<file path="src/rtl/fetch_pkg.sv">
// fetch_pkg: shared types and constants for the instruction fetch stage.
//   INSTR_W       - instruction / address width
//   NOP_INSTR     - filler instruction carried by a misaligned-target fault entry
//   PC_INCR       - sequential fetch stride
//   fetch_entry_t - {pc, instr, misalign} record stored in the fetch queues
//   align_pc()    - clears the byte-offset bits of a target address
package fetch_pkg;

    localparam int          INSTR_W   = 32;
    localparam logic [31:0] NOP_INSTR = 32'h0000_0013;
    localparam logic [31:0] PC_INCR   = 32'd4;

    typedef struct packed {
        logic [INSTR_W-1:0] pc;
        logic [INSTR_W-1:0] instr;
        logic               misalign;
    } fetch_entry_t;

    function automatic logic [31:0] align_pc(input logic [31:0] pc);
        return {pc[31:2], 2'b00};
    endfunction

endpackage

</file>
<file path="src/rtl/fetch_fifo.sv">
// fetch_fifo: small synchronous FIFO of fetch_entry_t records.
//   clk, rst           - clock, asynchronous active-high reset
//   flush              - empty the queue; a push in the same cycle lands as the sole entry
//   push, push_data    - write one entry (ignored when full unless a pop frees a slot)
//   pop                - drop the head entry (ignored when empty)
//   head               - current head entry, straight from storage registers
//   full, empty, count - occupancy status
module fetch_fifo
    import fetch_pkg::*;
#(
    parameter int DEPTH = 2
) (
    input  logic                   clk,
    input  logic                   rst,
    input  logic                   flush,
    input  logic                   push,
    input  fetch_entry_t           push_data,
    input  logic                   pop,
    output fetch_entry_t           head,
    output logic                   full,
    output logic                   empty,
    output logic [$clog2(DEPTH):0] count
);

    localparam int            AW       = $clog2(DEPTH);
    localparam logic [AW-1:0] PTR_ZERO = AW'(0);
    localparam logic [AW-1:0] PTR_ONE  = AW'(1);
    localparam logic [AW:0]   CNT_ZERO = (AW+1)'(0);
    localparam logic [AW:0]   CNT_ONE  = (AW+1)'(1);
    localparam logic [AW:0]   CNT_FULL = (AW+1)'(DEPTH);

    fetch_entry_t  mem_q [DEPTH];
    logic [AW-1:0] rd_ptr_q, rd_ptr_d;
    logic [AW-1:0] wr_ptr_q, wr_ptr_d;
    logic [AW-1:0] wr_idx_s;
    logic [AW:0]   count_q, count_d;
    logic          do_pop_s;
    logic          wr_en_s;

    // Next pointers and occupancy; flush restarts at slot 0 and may take one write there.
    always_comb begin
        do_pop_s = pop && (count_q != CNT_ZERO);
        wr_en_s  = 1'b0;
        wr_idx_s = wr_ptr_q;
        rd_ptr_d = rd_ptr_q;
        wr_ptr_d = wr_ptr_q;
        count_d  = count_q;
        if (flush) begin
            rd_ptr_d = PTR_ZERO;
            wr_idx_s = PTR_ZERO;
            wr_en_s  = push;
            if (push) begin
                wr_ptr_d = PTR_ONE;
                count_d  = CNT_ONE;
            end else begin
                wr_ptr_d = PTR_ZERO;
                count_d  = CNT_ZERO;
            end
        end else begin
            wr_en_s = push && ((count_q != CNT_FULL) || do_pop_s);
            if (do_pop_s) begin
                rd_ptr_d = rd_ptr_q + PTR_ONE;
            end else begin
                rd_ptr_d = rd_ptr_q;
            end
            if (wr_en_s) begin
                wr_ptr_d = wr_ptr_q + PTR_ONE;
            end else begin
                wr_ptr_d = wr_ptr_q;
            end
            case ({wr_en_s, do_pop_s})
                2'b10:   count_d = count_q + CNT_ONE;
                2'b01:   count_d = count_q - CNT_ONE;
                default: count_d = count_q;
            endcase
        end
    end

    // Pointer and occupancy registers.
    always_ff @(posedge clk or posedge rst) begin
        if (rst) begin
            rd_ptr_q <= PTR_ZERO;
            wr_ptr_q <= PTR_ZERO;
            count_q  <= CNT_ZERO;
        end else begin
            rd_ptr_q <= rd_ptr_d;
            wr_ptr_q <= wr_ptr_d;
            count_q  <= count_d;
        end
    end

    // Entry storage; cleared on reset so the head reads as zero afterwards.
    always_ff @(posedge clk or posedge rst) begin
        if (rst) begin
            for (int i = 0; i < DEPTH; i++) begin
                mem_q[i] <= '0;
            end
        end else if (wr_en_s) begin
            mem_q[wr_idx_s] <= push_data;
        end
    end

    assign head  = mem_q[rd_ptr_q];
    assign full  = (count_q == CNT_FULL);
    assign empty = (count_q == CNT_ZERO);
    assign count = count_q;

endmodule

</file>
<file path="src/rtl/instr_fetch.sv">
// instr_fetch: instruction fetch stage feeding decode.
// Keeps the PC, issues in-order word requests to instruction memory under a credit
// limit of DEPTH (outstanding + buffered), buffers returned words with their PCs and
// presents them to decode over valid/ready. A redirect flushes buffered work, drops the
// responses still in flight and restarts fetch at the target.
// Optional feature macro: INSTR_FETCH_MISALIGN_EN -- a redirect to a non-word-aligned
// target yields one fault entry (pc = target, NOP, if_misalign = 1) and halts fetch
// until the next redirect or reset. Without it the target's low bits are cleared.
// Ports:
//   clk, reset                      - clock, asynchronous active-high reset
//   imem_req_valid/ready/addr       - request channel to instruction memory
//   imem_rsp_valid/data             - in-order response channel
//   redirect_valid/pc               - taken branch / jump from execute
//   if_valid/ready, if_pc/instr     - (pc, instr) handshake to decode
//   if_misalign                     - head entry is a misaligned-target fault
module instr_fetch
    import fetch_pkg::*;
#(
    parameter logic [31:0] RESET_PC = 32'h0000_0000,
    parameter int          DEPTH    = 2
) (
    input  logic        clk,
    input  logic        reset,
    output logic        imem_req_valid,
    input  logic        imem_req_ready,
    output logic [31:0] imem_req_addr,
    input  logic        imem_rsp_valid,
    input  logic [31:0] imem_rsp_data,
    input  logic        redirect_valid,
    input  logic [31:0] redirect_pc,
    output logic        if_valid,
    input  logic        if_ready,
    output logic [31:0] if_pc,
    output logic [31:0] if_instr,
    output logic        if_misalign
);

    localparam int                CW        = $clog2(DEPTH) + 1;
    localparam int                TW        = CW + 1;
    localparam int                DROP_W    = 16;
    localparam logic [TW-1:0]     DEPTH_T   = TW'(DEPTH);
    localparam logic [DROP_W-1:0] DROP_ZERO = 16'd0;
    localparam logic [DROP_W-1:0] DROP_ONE  = 16'd1;

    logic [31:0]       pc_q, pc_d;
    logic [DROP_W-1:0] drop_q, drop_d;
    logic [DROP_W-1:0] pending_s;
    logic              halted_s;
    logic              misalign_redirect_s;
    logic              pop_now_s;
    logic [TW-1:0]     in_use_s;
    logic              req_valid_s;
    logic              req_fire_s;
    logic              rsp_accept_s;

    fetch_entry_t      req_entry_s, req_head_s;
    fetch_entry_t      rsp_entry_s, mis_entry_s;
    fetch_entry_t      data_push_entry_s, data_head_s;
    logic              data_push_s, data_pop_s;
    logic              data_full_s, data_empty_s;
    logic [CW-1:0]     data_cnt_s;
    logic              req_full_s, req_empty_s;
    logic [CW-1:0]     req_cnt_s;

`ifdef INSTR_FETCH_MISALIGN_EN
    logic halted_q, halted_d;

    // Halt tracking: a misaligned redirect halts fetch, any aligned redirect resumes it.
    always_comb begin
        misalign_redirect_s = redirect_valid && (redirect_pc[1:0] != 2'b00);
        halted_s            = halted_q;
        if (redirect_valid) begin
            halted_d = misalign_redirect_s;
        end else begin
            halted_d = halted_q;
        end
    end

    // Halt flag register.
    always_ff @(posedge clk or posedge reset) begin
        if (reset) begin
            halted_q <= 1'b0;
        end else begin
            halted_q <= halted_d;
        end
    end
`else
    // Without the fault feature a redirect never halts fetch.
    always_comb begin
        misalign_redirect_s = 1'b0;
        halted_s            = 1'b0;
    end
`endif

    // Request issue, response routing, PC and drop-counter update.
    always_comb begin
        pop_now_s = !data_empty_s && if_ready;
        // A slot being popped this cycle is already free for a new request; this is
        // what sustains one instruction per cycle with DEPTH = 2.
        in_use_s    = TW'(req_cnt_s) + TW'(data_cnt_s) - TW'(pop_now_s);
        req_valid_s = (in_use_s < DEPTH_T) && !req_full_s && !redirect_valid
                      && !halted_s && !reset;
        req_fire_s  = req_valid_s && imem_req_ready;

        rsp_accept_s = imem_rsp_valid && (drop_q == DROP_ZERO) && !req_empty_s
                       && !redirect_valid && (!data_full_s || pop_now_s);

        req_entry_s       = '{pc: pc_q, instr: 32'h0000_0000, misalign: 1'b0};
        rsp_entry_s       = req_head_s;
        rsp_entry_s.instr = imem_rsp_data;
        mis_entry_s       = '{pc: redirect_pc, instr: NOP_INSTR, misalign: 1'b1};

        // Responses still owed by memory that belong to discarded work.
        pending_s = drop_q + DROP_W'(req_cnt_s);

        pc_d   = pc_q;
        drop_d = drop_q;
        if (redirect_valid) begin
            pc_d = align_pc(redirect_pc);
            // A response arriving now is one of the pending ones and is discarded here.
            if (imem_rsp_valid && (pending_s != DROP_ZERO)) begin
                drop_d = pending_s - DROP_ONE;
            end else if (imem_rsp_valid) begin
                drop_d = DROP_ZERO;
            end else begin
                drop_d = pending_s;
            end
        end else begin
            if (req_fire_s) begin
                pc_d = pc_q + PC_INCR;
            end else begin
                pc_d = pc_q;
            end
            if (imem_rsp_valid && (drop_q != DROP_ZERO)) begin
                drop_d = drop_q - DROP_ONE;
            end else begin
                drop_d = drop_q;
            end
        end

        if (redirect_valid) begin
            data_push_s       = misalign_redirect_s;
            data_push_entry_s = mis_entry_s;
        end else begin
            data_push_s       = rsp_accept_s;
            data_push_entry_s = rsp_entry_s;
        end
        data_pop_s = pop_now_s && !redirect_valid;
    end

    // PC and drop-counter registers.
    always_ff @(posedge clk or posedge reset) begin
        if (reset) begin
            pc_q   <= RESET_PC;
            drop_q <= DROP_ZERO;
        end else begin
            pc_q   <= pc_d;
            drop_q <= drop_d;
        end
    end

    // PCs of requests issued but not yet answered, oldest first.
    fetch_fifo #(.DEPTH(DEPTH)) u_req_fifo (
        .clk       (clk),
        .rst       (reset),
        .flush     (redirect_valid),
        .push      (req_fire_s),
        .push_data (req_entry_s),
        .pop       (rsp_accept_s),
        .head      (req_head_s),
        .full      (req_full_s),
        .empty     (req_empty_s),
        .count     (req_cnt_s)
    );

    // Returned instructions waiting for decode.
    fetch_fifo #(.DEPTH(DEPTH)) u_data_fifo (
        .clk       (clk),
        .rst       (reset),
        .flush     (redirect_valid),
        .push      (data_push_s),
        .push_data (data_push_entry_s),
        .pop       (data_pop_s),
        .head      (data_head_s),
        .full      (data_full_s),
        .empty     (data_empty_s),
        .count     (data_cnt_s)
    );

    assign imem_req_valid = req_valid_s;
    assign imem_req_addr  = pc_q;
    assign if_valid       = !data_empty_s;
    assign if_pc          = data_head_s.pc;
    assign if_instr       = data_head_s.instr;
`ifdef INSTR_FETCH_MISALIGN_EN
    assign if_misalign    = data_head_s.misalign;
`else
    assign if_misalign    = 1'b0;
`endif

endmodule

</file>
<file path="config.mk">
export PLATFORM = sky130hd
export DESIGN_NAME = instr_fetch
export DESIGN_NICKNAME = d
export VERILOG_FILES = /design/src/rtl/fetch_pkg.sv /design/src/rtl/fetch_fifo.sv /design/src/rtl/instr_fetch.sv
export SDC_FILE = /design/constraint.sdc
export NUM_CORES = 1
export LEC_CHECK = 0
export BUFFER_PORTS_ARGS = -buffer_cell sky130_fd_sc_hd__buf_2
export CAP_MARGIN = 20
export CELL_PAD_IN_SITES_DETAIL_PLACEMENT = 0
export CELL_PAD_IN_SITES_GLOBAL_PLACEMENT = 1
export CORE_MARGIN = 2
export CORE_UTILIZATION = 46
export CTS_CLUSTER_SIZE = 20
export DETAILED_ROUTE_END_ITERATION = 7
export PLACE_DENSITY_LB_ADDON = 0.1
export SYNTH_ARGS = -nofsm -noshare
export SYNTH_HDL_FRONTEND = slang
export SYNTH_SLANG_ARGS = --single-unit
</file>
<file path="constraint.sdc">
create_clock -name clk -period 10.65 [get_ports clk]
set_clock_uncertainty 0.05 [all_clocks]
set_input_delay 2.6625 -clock clk [delete_from_list [all_inputs] [get_ports clk]]
set_output_delay 2.6625 -clock clk [all_outputs]
set_load 0.01 [all_outputs]
</file>
==> out/results.txt, run 1 <==
vias in the first global route -> 8,991
hpwl dp -> 19,200 um
Critical Path End Type -> output pin
layout overhead on the synthesized area -> 15.8%
Max Root-Sink Buffers -> 3
detailed-route vias per instance -> 5.46
antenna violations before repair -> 1
Die X -> 168 um
# rows -> 60
largest net degree at the start of global routing -> 85
Die Y -> 168 um
final wirelength -> 29,900 um
DRC -> 0
final worst slack -> 3.21 ns
Finished Layout Cells -> 1,665
clock tree from TritonCTS -> yes
port bufs -> 163
Lkg Pwr -> 6.70 nW
Routed Antenna Nets -> 0
Detailed Routing Iterations Pass 1 -> 5
Tmin final -> 7.44 ns
Most used DFF post-synth -> dfrtp_1
area of the multi-input gates -> 5920 um^2
CTS sink cnt -> 242
Max-Cap Viols -> 0
first-pass GRT wire length -> 49,300 um
RSZ-0062 raised after global routing -> false
max_slew headroom -> 0.267
GR Overflow Total -> 0
post-place setup slack -> 3.21 ns
status -> complete, no violations
Data required, critical path -> 7.94 ns
CTS buffer count -> 28
critical path class -> primary input to output pin
Root Buffer -> clkbuf_16
Final Hold Fails -> 0
Starting Density -> 0.464
Hold Buf Count CTS -> 0
Syn Area/Cell -> 10.4 um^2
EDFF count, synth -> 0
nets@finish -> 1,383
Die Footprint -> 28,200 um^2
worst min path class -> flop to flop
Cell Pwr Density -> 209 nW/um^2
wire per inst -> 18.0 um
Setup crit start kind -> primary input
crit-path max FO -> 5
layout cells sized above 1 -> 0.319
asr flop ratio synth -> 1.00
Netlist Area Pre-Place -> 12,400 um^2
Achievable Freq -> 134 MHz
Fillers -> 2,434
Post-CTS Resized -> 0
Inst Count DP -> 1,613
clk_lat worst skew -> 0.54 ns
GRT Total Usage -> 0.215
Yosys cell types -> 76
FF+latch count, synth -> 242
antenna diode count -> 0
GP Congestion -> 0.778
Vias -> 9,096
register area -> 6060 um^2
clock transition at the registers of the reported paths -> 0.06 ns
Yosys Warn Count -> 0
WP data arrival -> 4.73 ns
Final Max Tran Viols -> 0
Final period util -> 0.699
endpoints failing setup -> 0
Cells after Synth -> 1,183
Seq/Total Area, Yosys -> 0.490
Setup TNS -> 0 ns
worst slew pin tran -> 1.10 ns
total power -> 3.00 mW
# IOs -> 169
Initial DRC Count -> 471
worst vdd ir -> 0.124 mV
CORE AREA -> 26,700 um^2
total setup buffers inserted after CTS -> 0
H-Tree Depth -> 1
layout make-up:
cell class	instances	area share
clock buffer	46	0.0621
clock inverter	5	0.00271
inverter	16	0.00481
multi-input combinational	842	0.414
sequential	242	0.423
tap	341	0.0298
timing repair buffer	173	0.0637
metrics by stage:
step,utilization,cell area [um^2],hold WS (ns)
floorplan,-,12400,0.394
global placement,0.501,13400,0.406
detailed placement,0.501,13400,0.415
CTS,0.536,14300,0.428
global route,0.537,14300,0.445
finish,0.537,14300,0.421
cell families after synthesis:
group,share of synthesized area
AO/OA/AOI/OAI,0.112
XOR/XNOR,0.0312
adder cells (fa/ha/maj),0.0113
buffers and inverters,0.0338
flip-flops,0.490
multiplexers,0.186
other,0.000303
AND/OR/NAND/NOR,0.136
critical path: stages:
cell      delay, ns
buf_2          0.12
nand2_1        0.08
nor2_1         0.18
a21oi_1        0.10
nand2b_1       0.17
fa_1           0.48
or3b_2         0.50
nor3_1         0.23
buf_2          0.21
final timing paths:
check | startpoint | slack, ns | to | cells after the start
min reg2reg | u_data_fifo.mem_q[119] | 0.42 | u_data_fifo.mem_q[119] | 2
max in group asynchronous | reset | 6.89 | u_req_fifo.rd_ptr_q | 3
max | if_ready | 3.21 | imem_req_valid | 9
min | u_data_fifo.mem_q[119] | 0.42 | u_data_fifo.mem_q[119] | 2
max reg2reg | u_data_fifo.count[0] | 6.40 | imem_req_addr[19] | 12
min in group asynchronous | reset | 2.16 | u_data_fifo.count[0] | 2
flip-flops by register name (all words and copies together), names as in the netlist, 2 cells and up:
name	cells
drop_q	16
u_data_fifo.count	2
imem_req_addr	30
u_req_fifo.count	2
u_data_fifo.mem_q	128
u_req_fifo.mem_q	60
power by group:
| part | switching (mW) | internal [mW] |
|---|---|---|
| logic | 0.407 | 0.369 |
| clock network | 0.380 | 0.565 |
| registers | 0.174 | 1.10 |
| total | 0.961 | 2.04 |
layer usage:
layer  share of wire  up-vias  GRT usage
li1                -     4417          -
met1            0.47     4445      0.305
met2            0.46      185      0.352
met3           0.041       47     0.0270
met4           0.024        2     0.0567
met5         0.00043        -          0
cell usage in the layout, fill, tap and decap left out, drive strengths merged, types with 5 or more instances in the layout:
cell and instances:
dfrtp 242, mux2 176, nand2 175, buf 173
o21ai 128, nor2 50, clkbuf 46, mux2i 32
nand3 29, xnor2 27, a21oi 23, nor3 23
xor2 17, inv 15, a31oi 15, nand4 13
nor4 11, and3 10, a211oi 10, and2 9
ha 8, o21a 6, nand2b 6, or3 6
a221o 5, clkinv 5, or4 5
synthesized netlist by cell type (3+ instances only):
cell      number  area (um^2)
nor4_1         9         56.3
a221o_1        5         50.1
o21ai_0      128          641
mux2i_1       32          320
o311ai_0       4         35.0
nor3_1        22          110
or4_1          4         30.0
o21a_1         6         45.0
inv_1         15         56.3
xnor2_1       27          236
buf_2          7         35.0
nor2b_1        4         25.0
buf_4          4         30.0
clkbuf_1      64          240
a21o_1         4         30.0
nor2_1        50          188
nand3_1       27          135
or3_1          4         25.0
buf_1          8         30.0
xor2_1        17          149
a211oi_1       9         67.6
mux2_2       176         1980
nand2_1      175          657
and3_1        10         62.6
a21oi_1       23          115
o31ai_1        3         22.5
and2_1         8         50.1
dfrtp_1      242         6060
nand2b_1       6         37.5
a31oi_1       14         87.6
ha_1           8          100
nand4_1       13         81.3
No activity file was read; power rests on OpenSTA's default activity.
==> run 2: changes to the inputs <==
--- a/config.mk
+++ b/config.mk
@@ -5,12 +5,13 @@
 export SDC_FILE = /design/constraint.sdc
 export NUM_CORES = 1
 export LEC_CHECK = 0
+export ABC_AREA = 1
 export BUFFER_PORTS_ARGS = -buffer_cell sky130_fd_sc_hd__buf_2
 export CAP_MARGIN = 20
 export CELL_PAD_IN_SITES_DETAIL_PLACEMENT = 0
 export CELL_PAD_IN_SITES_GLOBAL_PLACEMENT = 1
 export CORE_MARGIN = 2
-export CORE_UTILIZATION = 46
+export CORE_UTILIZATION = 39
 export CTS_CLUSTER_SIZE = 20
 export DETAILED_ROUTE_END_ITERATION = 7
 export PLACE_DENSITY_LB_ADDON = 0.1
==> constraint.sdc (replaced) <==
create_clock -name clk -period 6.8 [get_ports clk]
set_clock_uncertainty 0.05 [all_clocks]
set_input_delay 1.7 -clock clk [delete_from_list [all_inputs] [get_ports clk]]
set_output_delay 1.7 -clock clk [all_outputs]
set_load 0.01 [all_outputs]
==> run 2 against run 1 <==
  * Global-route usage up 0.17 points
  * Sequential power up 47%
  * Sequential share of layout area down 2.2 points
  * Largest power group unchanged
==> out/results.txt, run 2 <==
Max-Cap Viols -> 0 (unchanged)
Yosys Warn Count -> 0 (unchanged)
R2R depth -> 13 (+1)
Root Buffer -> clkbuf_16
FF+latch count, synth -> 242 (unchanged)
Crit path depth -> 8 (-1)
Starting Density -> 0.397 (-0.0666)
Most used DFF post-synth -> dfrtp_1
Critical Path End Type -> output pin
CTS buffer count -> 29 (+3.6%)
RR Endpoint -> imem_req_addr[26]
GRT Total Usage -> 0.217 (+0.00171)
Sw Ratio -> 0.347 (+0.0260)
Biggest register -> u_data_fifo.mem_q
most frequent cell on the critical path -> buf_2
Worst path slowest cell -> fa_1
Cell Pwr Density -> 310 nW/um^2 (+48%)
Initial DRC Count -> 772 (+64%)
# rows -> 66 (+10%)
final worst slack -> 1.72 ns (-1.49 ns)
Final Hold Fails -> 0 (unchanged)
Cells after Synth -> 1,697 (+43%)
Netlist Area Pre-Place -> 13,000 um^2 (+5.1%)
Critical Path Max Stage Delay -> 0.50 ns (about the same)
antenna diode count -> 0 (unchanged)
Seq/Total Area, Yosys -> 0.466 (-0.0237)
RSZ-0062 raised after global routing -> false
nets@finish -> 1,898 (+37%)
EDFF count, synth -> 0 (unchanged)
vias in the first global route -> 10,940 (+22%)
most numerous cell in the Yosys netlist -> nand2_1
GP Congestion -> 0.831 (+6.8%)
total setup buffers inserted after CTS -> 0 (unchanged)
Pint -> 3.06 mW (+51%)
hpwl dp -> 25,700 um (+34%)
layout overhead on the synthesized area -> 16.3%
Tmin final -> 5.08 ns
WP data arrival -> 3.33 ns (-1.40 ns)
Comb power frac -> 0.253 (-0.006)
Clk pwr share -> 0.348 (+0.032)
crit-path max FO -> 6 (+1)
post-place setup slack -> 1.73 ns (-1.48 ns)
Post-synth top cells -> nand2_1, dfrtp_1, o21ai_0
Data required, critical path -> 5.05 ns (-2.89 ns)
final wirelength -> 38,100 um (+27%)
first-pass GRT wire length -> 61,200 um (+24%)
Worst Hold Slack -> 0.427 ns (+0.00646 ns)
Achievable Freq -> 197 MHz
layout cells sized above 1 -> 0.164 (-0.155)
CTS sink cnt -> 242 (unchanged)
Vias -> 11,514 (+27%)
Seq pwr share -> 0.399 (-0.026)
Syn Area/Cell -> 7.65 um^2 (-27%)
most frequent cells in the layout -> nand2_1, dfrtp_1, o21ai_0, buf_2, nor2_1
Hold Buf Count CTS -> 0 (unchanged)
Synth area leader -> dfrtp_1
dominant cells by area after synthesis -> dfrtp_1, nand2_1, o21ai_0
Setup crit start kind -> primary input
worst vdd ir -> 0.272 mV (+120%)
Detailed Routing Iterations Pass 1 -> 6 (+1)
Routed Antenna Nets -> 0 (unchanged)
Die Footprint -> 34,800 um^2 (+23%)
antenna violations before repair -> 0 (-1)
port bufs -> 163 (unchanged)
Die Y -> 186 um (+11%)
Final period util -> 0.747
H-Tree Depth -> 1 (unchanged)
Fillers -> 3,463 (+42%)
top cell type's share of synthesized area -> 0.466 (-0.0237)
Worst path top cell family by delay -> adder cells
sequence of cells on the critical path -> buf_2 -> nand2_1 -> nor2_1 -> o21ai_0 -> fa_1 -> nand3_1 -> a211oi_2 -> buf_2
largest net degree at the start of global routing -> 144 (+69%)
endpoints failing setup -> 0 (unchanged)
status -> complete, no violations
Max Root-Sink Buffers -> 3 (unchanged)
clock transition at the registers of the reported paths -> 0.05 ns (about the same)
final core occ -> 0.462 (-0.0751)
Yosys cell types -> 44 (-42%)
area of the multi-input gates -> 6000 um^2 (+1.4%)
DRC -> 0 (unchanged)
Die X -> 186 um (+11%)
clk_lat worst skew -> 0.56 ns (+0.02 ns)
worst min path class -> flop to flop
most common cell after layout, fill and taps aside -> nand2_1
# IOs -> 169 (unchanged)
Lkg Pwr -> 7.58 nW (+13%)
switching power total -> 1.63 mW (+69%)
Inst Count DP -> 2,228 (+38%)
Post-CTS Resized -> 0 (unchanged)
Finished Layout Cells -> 2,282 (+37%)
Hold EP -> u_req_fifo.mem_q[100]
Final Max Tran Viols -> 0 (unchanged)
reg2reg setup slack -> 3.22 ns (-3.18 ns)
max_slew headroom -> 0.358 (+0.0910)
worst slew pin tran -> 0.963 ns (-0.137 ns)
min-delay src -> u_req_fifo.mem_q[100]
critical path class -> primary input to output pin
Worst Hold Path Cells -> 2 (unchanged)
wire per inst -> 16.7 um (-7.2%)
asr flop ratio synth -> 1.00 (unchanged)
register area -> 6060 um^2 (about the same)
WP buf/inv -> 2 (unchanged)
r2r startpoint -> u_data_fifo.count[0]
flip-flop count of the largest register after layout -> 128 (unchanged)
detailed-route vias per instance -> 5.05 (-7.6%)
GR Overflow Total -> 0 (unchanged)
CORE AREA -> 32,700 um^2 (+23%)
clock tree from TritonCTS -> yes
[run 2: worst max-delay path by stage]
stage                         from              to  slack [ns]
after detailed placement  if_ready  imem_req_valid        1.73
after global placement    if_ready  imem_req_valid        1.74
after global routing      if_ready  imem_req_valid        1.58
after floorplan              reset  imem_req_valid       -0.66
final                     if_ready  imem_req_valid        1.72
after CTS                 if_ready  imem_req_valid        1.72
[run 2: kinds of logic after synthesis]
logic type / Yosys count / synth area share
buffers and inverters: 228 / 0.0728
adders and majority gates: 10 / 0.0108
xor gates and xnor gates: 30 / 0.0202
other: 1 / 0.000289
AOI/OAI and AO/OA: 356 / 0.164
DFF: 242 / 0.466
and+or+nand+nor: 830 / 0.265
[run 2: metrics by stage]
stage / setup TNS (ns) / total power, mW / area [um^2]
floorplan: -0.662 / 2.71 / 13000
global placement: 0 / 3.06 / 14100
detailed placement: 0 / 3.08 / 14100
CTS: 0 / 4.74 / 15100
global route: 0 / 5.00 / 15100
finish: 0 / 4.69 / 15100
[run 2: layout make-up]
class,instances,share of cell area
multi-input cells,1229,0.397
flip-flops and latches,242,0.401
well taps,442,0.0366
clock inverters,10,0.0115
clock buffers,43,0.0555
inverters,139,0.0349
repair buffers,177,0.0633
[run 2: tightest hold or removal path, cell delays in order, from the launching register on]
cell,delay (ns)
dfrtp_1,0.34
nand2_1,0.05
o21ai_0,0.06
[run 2: layer usage]
| layer | wire (um) | track usage | share of wire |
|---|---|---|---|
| met1 | 19000 | 0.330 | 0.50 |
| met2 | 16000 | 0.325 | 0.42 |
| met3 | 2200 | 0.0322 | 0.058 |
| met4 | 823 | 0.0491 | 0.022 |
| met5 | 0 | 0 | 0 |
[run 2: power by group through the flow]
stage	combinational (mW)	sequential, mW	clock, mW
2_1_floorplan	0.875	1.83	0
3_3_place_gp	1.17	1.89	0
3_5_place_dp	1.19	1.89	0
4_1_cts	1.19	1.87	1.67
5_1_grt	1.36	1.90	1.73
6_report	1.19	1.87	1.63
==> run 3: changes to the inputs <==
==> constraint.sdc (replaced) <==
create_clock -name clk -period 4.4 [get_ports clk]
set_clock_uncertainty 0.05 [all_clocks]
set_input_delay 1.1 -clock clk [delete_from_list [all_inputs] [get_ports clk]]
set_output_delay 1.1 -clock clk [all_outputs]
set_load 0.01 [all_outputs]
==> run 3 against run 2 <==
  * Worst hold slack better by 0.0045 ns
  * Register-to-register slack got worse by 2.0 ns
  * Final cell count about the same
  * Clock power grew 41%
  * Critical path type unchanged
  * Clock-buffer cell count shrank 5
  * Setup slack lost 1.1 ns
==> out/results.txt, run 3 (synthesis gave the netlist of run 2 again) <==
status -> complete, no violations
CTS buffer count -> 29 (unchanged)
Biggest register -> u_data_fifo.mem_q
max_slew headroom -> 0.391 (+0.0330)
Tmin final -> 3.78 ns
# rows -> 66 (unchanged)
GR Overflow Total -> 0 (unchanged)
GP Congestion -> 0.833 (+0.29%)
vias in the first global route -> 10,873 (-0.61%)
Detailed Routing Iterations Pass 1 -> 5 (-1)
hpwl dp -> 26,000 um (+0.88%)
Die Footprint -> 34,800 um^2 (unchanged)
layout cells sized above 1 -> 0.170 (+0.00562)
detailed-route vias per instance -> 5.03 (-0.28%)
wire per inst -> 16.8 um (+0.47%)
critical path class -> primary input to output pin
Data required, critical path -> 3.25 ns (-1.80 ns)
largest net degree at the start of global routing -> 148 (+2.8%)
GRT Total Usage -> 0.220 (+0.00317)
flip-flop count of the largest register after layout -> 128 (unchanged)
Critical Path Max Stage Delay -> 0.50 ns (about the same)
Finished Layout Cells -> 2,281 (-0.044%)
Worst path slowest cell -> fa_1
Hold Buf Count CTS -> 0 (unchanged)
Critical Path End Type -> output pin
WP data arrival -> 2.63 ns (-0.70 ns)
clk_lat worst skew -> 0.56 ns (about the same)
port bufs -> 163 (unchanged)
Final Hold Fails -> 0 (unchanged)
most frequent cell on the critical path -> buf_2
most frequent cells in the layout -> nand2_1, dfrtp_1, buf_2, o21ai_0, nor2_1
final wirelength -> 38,200 um (+0.43%)
Root Buffer -> clkbuf_16
Post-CTS Resized -> 0 (unchanged)
Inst Count DP -> 2,231 (+0.13%)
most common cell after layout, fill and taps aside -> nand2_1
Final period util -> 0.859
Final Max Tran Viols -> 0 (unchanged)
Starting Density -> 0.397 (unchanged)
crit-path max FO -> 6 (unchanged)
layout overhead on the synthesized area -> 16.2%
total setup buffers inserted after CTS -> 0 (unchanged)
Vias -> 11,477 (-0.32%)
Sw Ratio -> 0.358 (+0.0116)
Max Root-Sink Buffers -> 3 (unchanged)
Cell Pwr Density -> 470 nW/um^2 (+51%)
Lkg Pwr -> 7.58 nW (about the same)
clock transition at the registers of the reported paths -> 0.06 ns (about the same)
nets@finish -> 1,900 (+0.11%)
Die X -> 186 um (unchanged)
Max-Cap Viols -> 0 (unchanged)
worst min path class -> flop to flop
Setup TNS -> 0 ns (unchanged)
CTS sink cnt -> 242 (unchanged)
sequence of cells on the critical path -> buf_2 -> nand2_1 -> nor2_1 -> o21ai_0 -> fa_1 -> nand3_1 -> a211oi_2 -> buf_2
antenna violations before repair -> 0 (unchanged)
Clk pwr share -> 0.325 (-0.023)
worst slew pin tran -> 0.914 ns (-0.0495 ns)
Pint -> 4.55 mW (+48%)
worst vdd ir -> 0.322 mV (+18%)
first-pass GRT wire length -> 61,800 um (+1.1%)
Setup crit start kind -> primary input
final core occ -> 0.461 (-0.000536)
RSZ-0062 raised after global routing -> false
clock tree from TritonCTS -> yes
reg2reg setup slack -> 1.22 ns (-2.00 ns)
Die Y -> 186 um (unchanged)
Comb power frac -> 0.265 (+0.012)
endpoints failing setup -> 0 (unchanged)
# IOs -> 169 (unchanged)
Routed Antenna Nets -> 0 (unchanged)
H-Tree Depth -> 1 (unchanged)
Initial DRC Count -> 797 (+3.2%)
total power -> 7.09 mW (+51%)
CORE AREA -> 32,700 um^2 (unchanged)
Seq pwr share -> 0.410 (+0.011)
switching power total -> 2.54 mW (+56%)
Achievable Freq -> 264 MHz
DRC -> 0 (unchanged)
run 3: cell count changes in the layout (fill, tap and decap cells not counted), sizes merged:
| cell | previous run | this run |
|---|---|---|
| clkinv | 5 | 11 |
| clkbuf | 43 | 38 |
| bufinv | 4 | 1 |
| buf | 177 | 179 |
| clkinvlp | 2 | 1 |
| diode | 0 | 1 |
| inv | 138 | 137 |
run 3: layout make-up:
class / instances / area [um^2]
Antenna cell: 1 / 2.50
Sequential cell: 242 / 6060
Clock inverter: 11 / 98.8
Fill cell: 3432 / 17600
Clock buffer: 38 / 810
Multi-Input combinational cell: 1229 / 6060
Tap cell: 442 / 553
Timing Repair Buffer: 179 / 976
Inverter: 139 / 529
run 3: worst paths after layout:
path,end,depth (start not counted),start
max,imem_req_valid,8,if_ready
min,u_data_fifo.mem_q[6],2,u_data_fifo.mem_q[6]
max reg2reg,u_req_fifo.mem_q[41],13,u_data_fifo.count[0]
min reg2reg,u_data_fifo.mem_q[6],2,u_data_fifo.mem_q[6]
max in group asynchronous,imem_req_addr[14],4,reset
min in group asynchronous,drop_q[15],3,reset
run 3: through the flow:
stage	setup WS, ns	hold WS [ns]	cell area, um^2
after detailed placement	0.594	0.417	14200
after floorplan	-1.86	0.399	13200
after global routing	0.384	0.449	15100
after global placement	0.609	0.412	14200
final	0.618	0.432	15100
after CTS	0.598	0.434	15100
run 3: metal layers:
layer,up-vias,GRT usage,part of all wire
li1,5754,-,-
met1,5391,0.347,0.51
met2,288,0.323,0.42
met3,44,0.0288,0.050
met4,0,0.0397,0.016
met5,-,0,0
run 3: critical path: cells and delay by family:
family	cells	cell delay (ns)
compound gates	2	0.32
fa+ha+maj	1	0.50
simple gates	3	0.43
buf+inv	2	0.28
run 3: power by group through the flow:
stage	registers, mW	clock network, mW	logic, mW
2_1_floorplan	2.83	0	1.43
3_3_place_gp	2.93	0	1.86
3_5_place_dp	2.93	0	1.89
4_1_cts	2.90	2.36	1.90
5_1_grt	2.96	2.45	2.15
6_report	2.90	2.30	1.88
